$ cat src/rtl/apb_pkg.sv
// Shared APB definitions used by the master controller and the APB slave:
// transfer FSM states, default bus geometry and timeout helpers.
package apb_pkg;

   localparam int unsigned APB_ADDR_WIDTH = 32;
   localparam int unsigned APB_DATA_WIDTH = 8;
   localparam int unsigned APB_TIMEOUT    = 16;
   localparam int unsigned APB_CNT_WIDTH  = 8;

   typedef enum logic [1:0] {
      ST_IDLE,
      ST_SETUP,
      ST_ACCESS,
      ST_RESP
   } apb_state_e;

   // Count value at which an ACCESS phase with no pready is abandoned.
   function automatic logic [APB_CNT_WIDTH-1:0] timeout_last(input int unsigned t);
      logic [APB_CNT_WIDTH-1:0] v;
      v = t[APB_CNT_WIDTH-1:0] - 1'b1;
      return v;
   endfunction

endpackage

$ cat src/rtl/apb_timeout_cnt.sv
// Counts ACCESS cycles spent waiting on pready; o_expire flags that the
// current wait cycle is the last one allowed before the transfer is aborted.
module apb_timeout_cnt
   import apb_pkg::*;
#(
   parameter int unsigned TIMEOUT = APB_TIMEOUT
) (
   input  logic pclk,
   input  logic prstn,
   input  logic i_clear,
   input  logic i_enable,
   output logic o_expire
);

   localparam logic [APB_CNT_WIDTH-1:0] LAST = timeout_last(TIMEOUT);

   logic [APB_CNT_WIDTH-1:0] r_count;

   // Saturates at LAST so a stalled enable can never wrap back to zero.
   always_ff @(posedge pclk or negedge prstn) begin
      if (!prstn) begin
         r_count <= '0;
      end else if (i_clear) begin
         r_count <= '0;
      end else if (i_enable && (r_count != LAST)) begin
         r_count <= r_count + 1'b1;
      end
   end

   assign o_expire = (r_count == LAST);

endmodule

$ cat src/rtl/apb_master_ctrl.sv
// APB master: turns one command at a time into a SETUP/ACCESS transfer and
// returns a response (read data or error/timeout) through a valid/ready port.
module apb_master_ctrl
   import apb_pkg::*;
#(
   parameter int unsigned ADDR_WIDTH = APB_ADDR_WIDTH,
   parameter int unsigned DATA_WIDTH = APB_DATA_WIDTH,
   parameter int unsigned TIMEOUT    = APB_TIMEOUT
) (
   input  logic                  pclk,
   input  logic                  prstn,
   input  logic                  cmd_valid,
   output logic                  cmd_ready,
   input  logic                  cmd_write,
   input  logic [ADDR_WIDTH-1:0] cmd_addr,
   input  logic [DATA_WIDTH-1:0] cmd_wdata,
   output logic                  rsp_valid,
   input  logic                  rsp_ready,
   output logic [DATA_WIDTH-1:0] rsp_rdata,
   output logic                  rsp_err,
   output logic [ADDR_WIDTH-1:0] paddr,
   output logic                  psel,
   output logic                  penable,
   output logic                  pwrite,
   output logic [DATA_WIDTH-1:0] pwdata,
   input  logic                  pready,
   input  logic [DATA_WIDTH-1:0] prdata,
   input  logic                  pslverr
);

   apb_state_e            r_state;
   logic                  r_cmd_ready;
   logic                  r_rsp_valid;
   logic [DATA_WIDTH-1:0] r_rsp_rdata;
   logic                  r_rsp_err;
   logic [ADDR_WIDTH-1:0] r_paddr;
   logic                  r_psel;
   logic                  r_penable;
   logic                  r_pwrite;
   logic [DATA_WIDTH-1:0] r_pwdata;

   logic w_accept;
   logic w_wait;
   logic w_expire;

   // r_cmd_ready is only ever set while in IDLE, so it alone qualifies accept.
   assign w_accept = cmd_valid & r_cmd_ready;
   assign w_wait   = (r_state == ST_ACCESS) & ~pready;

   apb_timeout_cnt #(
      .TIMEOUT (TIMEOUT)
   ) u_timeout (
      .pclk     (pclk),
      .prstn    (prstn),
      .i_clear  (w_accept),
      .i_enable (w_wait),
      .o_expire (w_expire)
   );

   always_ff @(posedge pclk or negedge prstn) begin
      if (!prstn) begin
         r_state     <= ST_IDLE;
         r_cmd_ready <= 1'b0;
         r_rsp_valid <= 1'b0;
         r_rsp_rdata <= '0;
         r_rsp_err   <= 1'b0;
         r_paddr     <= '0;
         r_psel      <= 1'b0;
         r_penable   <= 1'b0;
         r_pwrite    <= 1'b0;
         r_pwdata    <= '0;
      end else begin
         unique case (r_state)
            ST_IDLE: begin
               r_cmd_ready <= 1'b1;
               if (w_accept) begin
                  r_cmd_ready <= 1'b0;
                  r_paddr     <= cmd_addr;
                  r_pwrite    <= cmd_write;
                  r_pwdata    <= cmd_wdata;
                  r_psel      <= 1'b1;
                  r_state     <= ST_SETUP;
               end
            end
            ST_SETUP: begin
               r_penable <= 1'b1;
               r_state   <= ST_ACCESS;
            end
            ST_ACCESS: begin
               // pready is checked first so it wins over a same-cycle timeout.
               if (pready) begin
                  r_rsp_rdata <= r_pwrite ? '0 : prdata;
                  r_rsp_err   <= pslverr;
                  r_rsp_valid <= 1'b1;
                  r_psel      <= 1'b0;
                  r_penable   <= 1'b0;
                  r_state     <= ST_RESP;
               end else if (w_expire) begin
                  r_rsp_rdata <= '0;
                  r_rsp_err   <= 1'b1;
                  r_rsp_valid <= 1'b1;
                  r_psel      <= 1'b0;
                  r_penable   <= 1'b0;
                  r_state     <= ST_RESP;
               end
            end
            ST_RESP: begin
               if (rsp_ready) begin
                  r_rsp_valid <= 1'b0;
                  r_cmd_ready <= 1'b1;
                  r_state     <= ST_IDLE;
               end
            end
            default: begin
               r_state <= ST_IDLE;
            end
         endcase
      end
   end

   assign cmd_ready = r_cmd_ready;
   assign rsp_valid = r_rsp_valid;
   assign rsp_rdata = r_rsp_rdata;
   assign rsp_err   = r_rsp_err;
   assign paddr     = r_paddr;
   assign psel      = r_psel;
   assign penable   = r_penable;
   assign pwrite    = r_pwrite;
   assign pwdata    = r_pwdata;

endmodule

$ cat config.mk
export PLATFORM = sky130hd
export DESIGN_NAME = apb_master_ctrl
export DESIGN_NICKNAME = d
export VERILOG_FILES = /design/src/rtl/apb_pkg.sv /design/src/rtl/apb_timeout_cnt.sv /design/src/rtl/apb_master_ctrl.sv
export SDC_FILE = /design/constraint.sdc
export NUM_CORES = 1
export LEC_CHECK = 0
export ABC_CLOCK_PERIOD_IN_PS = 3700
export CORE_MARGIN = 2
export CORE_UTILIZATION = 40
export CTS_BUF_LIST = sky130_fd_sc_hd__clkbuf_4 sky130_fd_sc_hd__clkbuf_8
export DETAILED_ROUTE_END_ITERATION = 10
export GPL_TIMING_DRIVEN = 1
export PLACE_DENSITY = 0.75
export SLEW_MARGIN = 20
export SYNTH_ARGS = -nofsm -noshare
export SYNTH_HDL_FRONTEND = slang
export SYNTH_SLANG_ARGS = --single-unit
$ cat constraint.sdc
create_clock -name pclk -period 3.7 [get_ports pclk]
set_clock_uncertainty 0.15 [all_clocks]
set_input_delay 0.555 -clock pclk [delete_from_list [all_inputs] [get_ports pclk]]
set_output_delay 0.555 -clock pclk [all_outputs]
set_load 0.05 [all_outputs]
==> results.sh <==
export IMPL_status="finished clean"
export IMPL_cts_tree="yes"
export IMPL_power_density_nw_per_um2=1000
export IMPL_clk_pin_slew_ns=0.07
export IMPL_via_per_inst=5.14
export IMPL_synth_edf_count=0
export IMPL_period_share=0.617
export IMPL_grt_max_degree=39
export IMPL_ys_seq_area_frac=0.578
export IMPL_synthCells=213
export IMPL_antenna_cells=0
export IMPL_post_drt_wl_per_cell_um=15.4
export IMPL_grt_pass1_wl_um=9930
export IMPL_crit_path_end_kind="output port"
export IMPL_maxCapViolCount=0
export IMPL_final_setup_tns_ns=0
export IMPL_clock_latency_ns=0.33
export IMPL_yosysTopAreaCell="dfrtp_1"
export IMPL_dp_hpwl_um=4640
export IMPL_max_slew_worst_pin_slew_ns=0.775
export IMPL_arrival_ns=1.58
export IMPL_drive_gt1_frac=0.0788
export IMPL_ioPinCount=109
export IMPL_grtUsageTotal=0.168
export IMPL_cp_max_fo=5
export IMPL_cp_num_buf_inv=1
export IMPL_cts_resized=0
export IMPL_relSlewSlack=0.483
export IMPL_netlist_top_cells_count="dfrtp_1 (64), mux2_1 (39), inv_1 (15)"
export IMPL_coreArea_sq_um=6760
export IMPL_h_tree_depth=3
export IMPL_wl_um=6320
export IMPL_period_needed_ns=2.28
export IMPL_syn_nets=272
export IMPL_grt_pass1_vias=2048
export IMPL_synth_yosys_warnings=0
export IMPL_ys_seq_elements=64
export IMPL_cts_buffers=9
export IMPL_port_buffers=108
export IMPL_synthesis_area_sq_um=2770
export IMPL_nFillCells=557
export IMPL_drv_slew=0
export IMPL_fmaxAchievable_ghz=0.438
export IMPL_p_total_w=0.00411
export IMPL_clock_sinks=64
export IMPL_root_buffer="clkbuf_8"
export IMPL_crit_family="buffers and inverters"
export IMPL_post_cts_buffers=0
export IMPL_synthTopCellsByArea="dfrtp_1 (58%), mux2_1 (16%), a22oi_1 (2.2%)"
export IMPL_path_class="flop to output port"
export IMPL_hp_class="primary input to asynchronous set/reset pin"
export IMPL_fin_hold_ws_ns=0.151
export IMPL_cts_max_path_buffers=2
export IMPL_firstDrtPassIters=4
export IMPL_die_x_um=87.2
export IMPL_cp_start_kind="flop"
export IMPL_netlist_area_leader_share=0.578
export IMPL_ant_nets=0
export IMPL_p_leak_nw=1.77
export IMPL_slowest_stage="clkdlybuf4s50_1"
export IMPL_ir_worst_vdd_uv=574
export IMPL_hold_buffers=0
export IMPL_rows=30
export IMPL_finalHoldViolCount=0
export IMPL_route_detailed_drc=0
export IMPL_drtIter0Drc=80
export IMPL_gp_congestion=0.799
export IMPL_critical_path_max_stage_delay_ns=0.83
export IMPL_path_cells="clkdlybuf4s50_1"
export IMPL_area_delta_synth_final_pct=47.7
export IMPL_finalSetupViolCount=0
export IMPL_synth_most_common_cell="dfrtp_1"
export IMPL_synthFlopType="dfrtp_1"
export IMPL_grt_overflow_total=0
export IMPL_synth_distinct_cells=41
export IMPL_die_area_sq_um=7610
export IMPL_finalNetCount=386
export IMPL_antenna_found_initial=0
export IMPL_path_depth=1
export IMPL_syn_avg_cell_area_sq_um=13.0
export IMPL_r2r_cells=5
export IMPL_die_height_um=87.2
export IMPL_initial_utilization=0.410
export IMPL_grt_setup_unrepaired="false"
export IMPL_critPathRequiredTime_ns=2.99
export IMPL_via_count=2107
export IMPL_async_flop_share=1.00
-- state kept, by name, indices dropped and copies added (netlist names) --
register           flops
r_state                2
rsp_err                1
cmd_ready              1
u_timeout.r_count      8
pwdata                 8
penable                1
rsp_valid              1
psel                   1
rsp_rdata              8
paddr                 32
pwrite                 1
-- routing by layer --
layer  track usage  vias to the layer above  part of all wire
met3        0.0645                        6             0.073
met4        0.0420                        0            0.0089
li1              -                      991                 -
met1         0.228                     1027              0.44
met5             0                        -                 0
met2         0.254                       83              0.48
-- cells by family (layout without fill, tap and decap cells) --
family | count (synthesis) | in the layout | synth area share
simple gates | 32 | 32 | 0.0718
compound gates | 44 | 44 | 0.103
fa+ha+maj | 4 | 4 | 0.0181
buf+inv | 23 | 140 | 0.0447
mux | 46 | 46 | 0.185
flops | 64 | 64 | 0.578
-- report_power, final --
group | internal [W] | switching, W | leakage (nW)
registers | 0.00101 | 0.000185 | 0.758
clock network | 0.000330 | 0.000252 | 0.0987
logic | 0.000842 | 0.00148 | 0.914
total | 0.00219 | 0.00192 | 1.77
-- per-stage QoR --
step           utilization  cells  worst slack [ns]  cell area [sq um]
2_1_floorplan            -    213              1.88               2770
6_report             0.605    410              1.42               4090
3_3_place_gp         0.577    396              1.15               3900
5_1_grt              0.605    410              1.37               4090
3_5_place_dp         0.577    396              1.11               3900
4_1_cts              0.605    410              1.40               4090
-- area by class of cell --
| cell class | count | area, sq um | share of cell area |
|---|---|---|---|
| Clock inverter | 3 | 43.8 | 0.0107 |
| Timing Repair Buffer | 111 | 1100 | 0.269 |
| Inverter | 15 | 56.3 | 0.0138 |
| Tap cell | 80 | 100 | 0.0245 |
| Sequential cell | 64 | 1600 | 0.392 |
| Clock buffer | 11 | 145 | 0.0355 |
| Multi-Input combinational cell | 126 | 1040 | 0.255 |
-- path summary, 6_finish.rpt --
kind	slack [ns]	startpoint	endpoint
worst max-delay path	1.42	cmd_ready$_DFFE_PN0P_	cmd_ready
worst min-delay path	0.15	prstn	r_state[1]$_DFFE_PN0P_
worst max register to register	1.66	r_state[0]$_DFFE_PN0P_	u_timeout.r_count[4]$_DFFE_PN0P_
worst min register to register	0.34	paddr[21]$_DFFE_PN0P_	paddr[21]$_DFFE_PN0P_
max in group asynchronous	2.50	prstn	u_timeout.r_count[3]$_DFFE_PN0P_
min in group pclk	0.34	paddr[21]$_DFFE_PN0P_	paddr[21]$_DFFE_PN0P_
-- placed cells by master (no fill, tap or decap), types with 2 or more instances in the layout --
cell / Yosys / layout
o21ai_0: 4 / 4
buf_4: 2 / 3
o21ai_1: 9 / 9
a211oi_1: 3 / 3
nor3_1: 2 / 2
clkdlybuf4s50_1: 0 / 107
a31oi_1: 3 / 3
mux2_1: 39 / 39
nand3_1: 3 / 3
clkbuf_8: 0 / 10
nand2_1: 8 / 8
inv_1: 15 / 15
or4_1: 2 / 2
ha_1: 4 / 4
a22oi_1: 8 / 8
dfrtp_1: 64 / 64
or3_1: 2 / 2
nand2b_1: 4 / 4
mux2_2: 2 / 2
nor2_1: 2 / 2
mux2i_1: 5 / 5
a21oi_1: 7 / 7
Note: power is estimated with default switching activity, not from simulation.
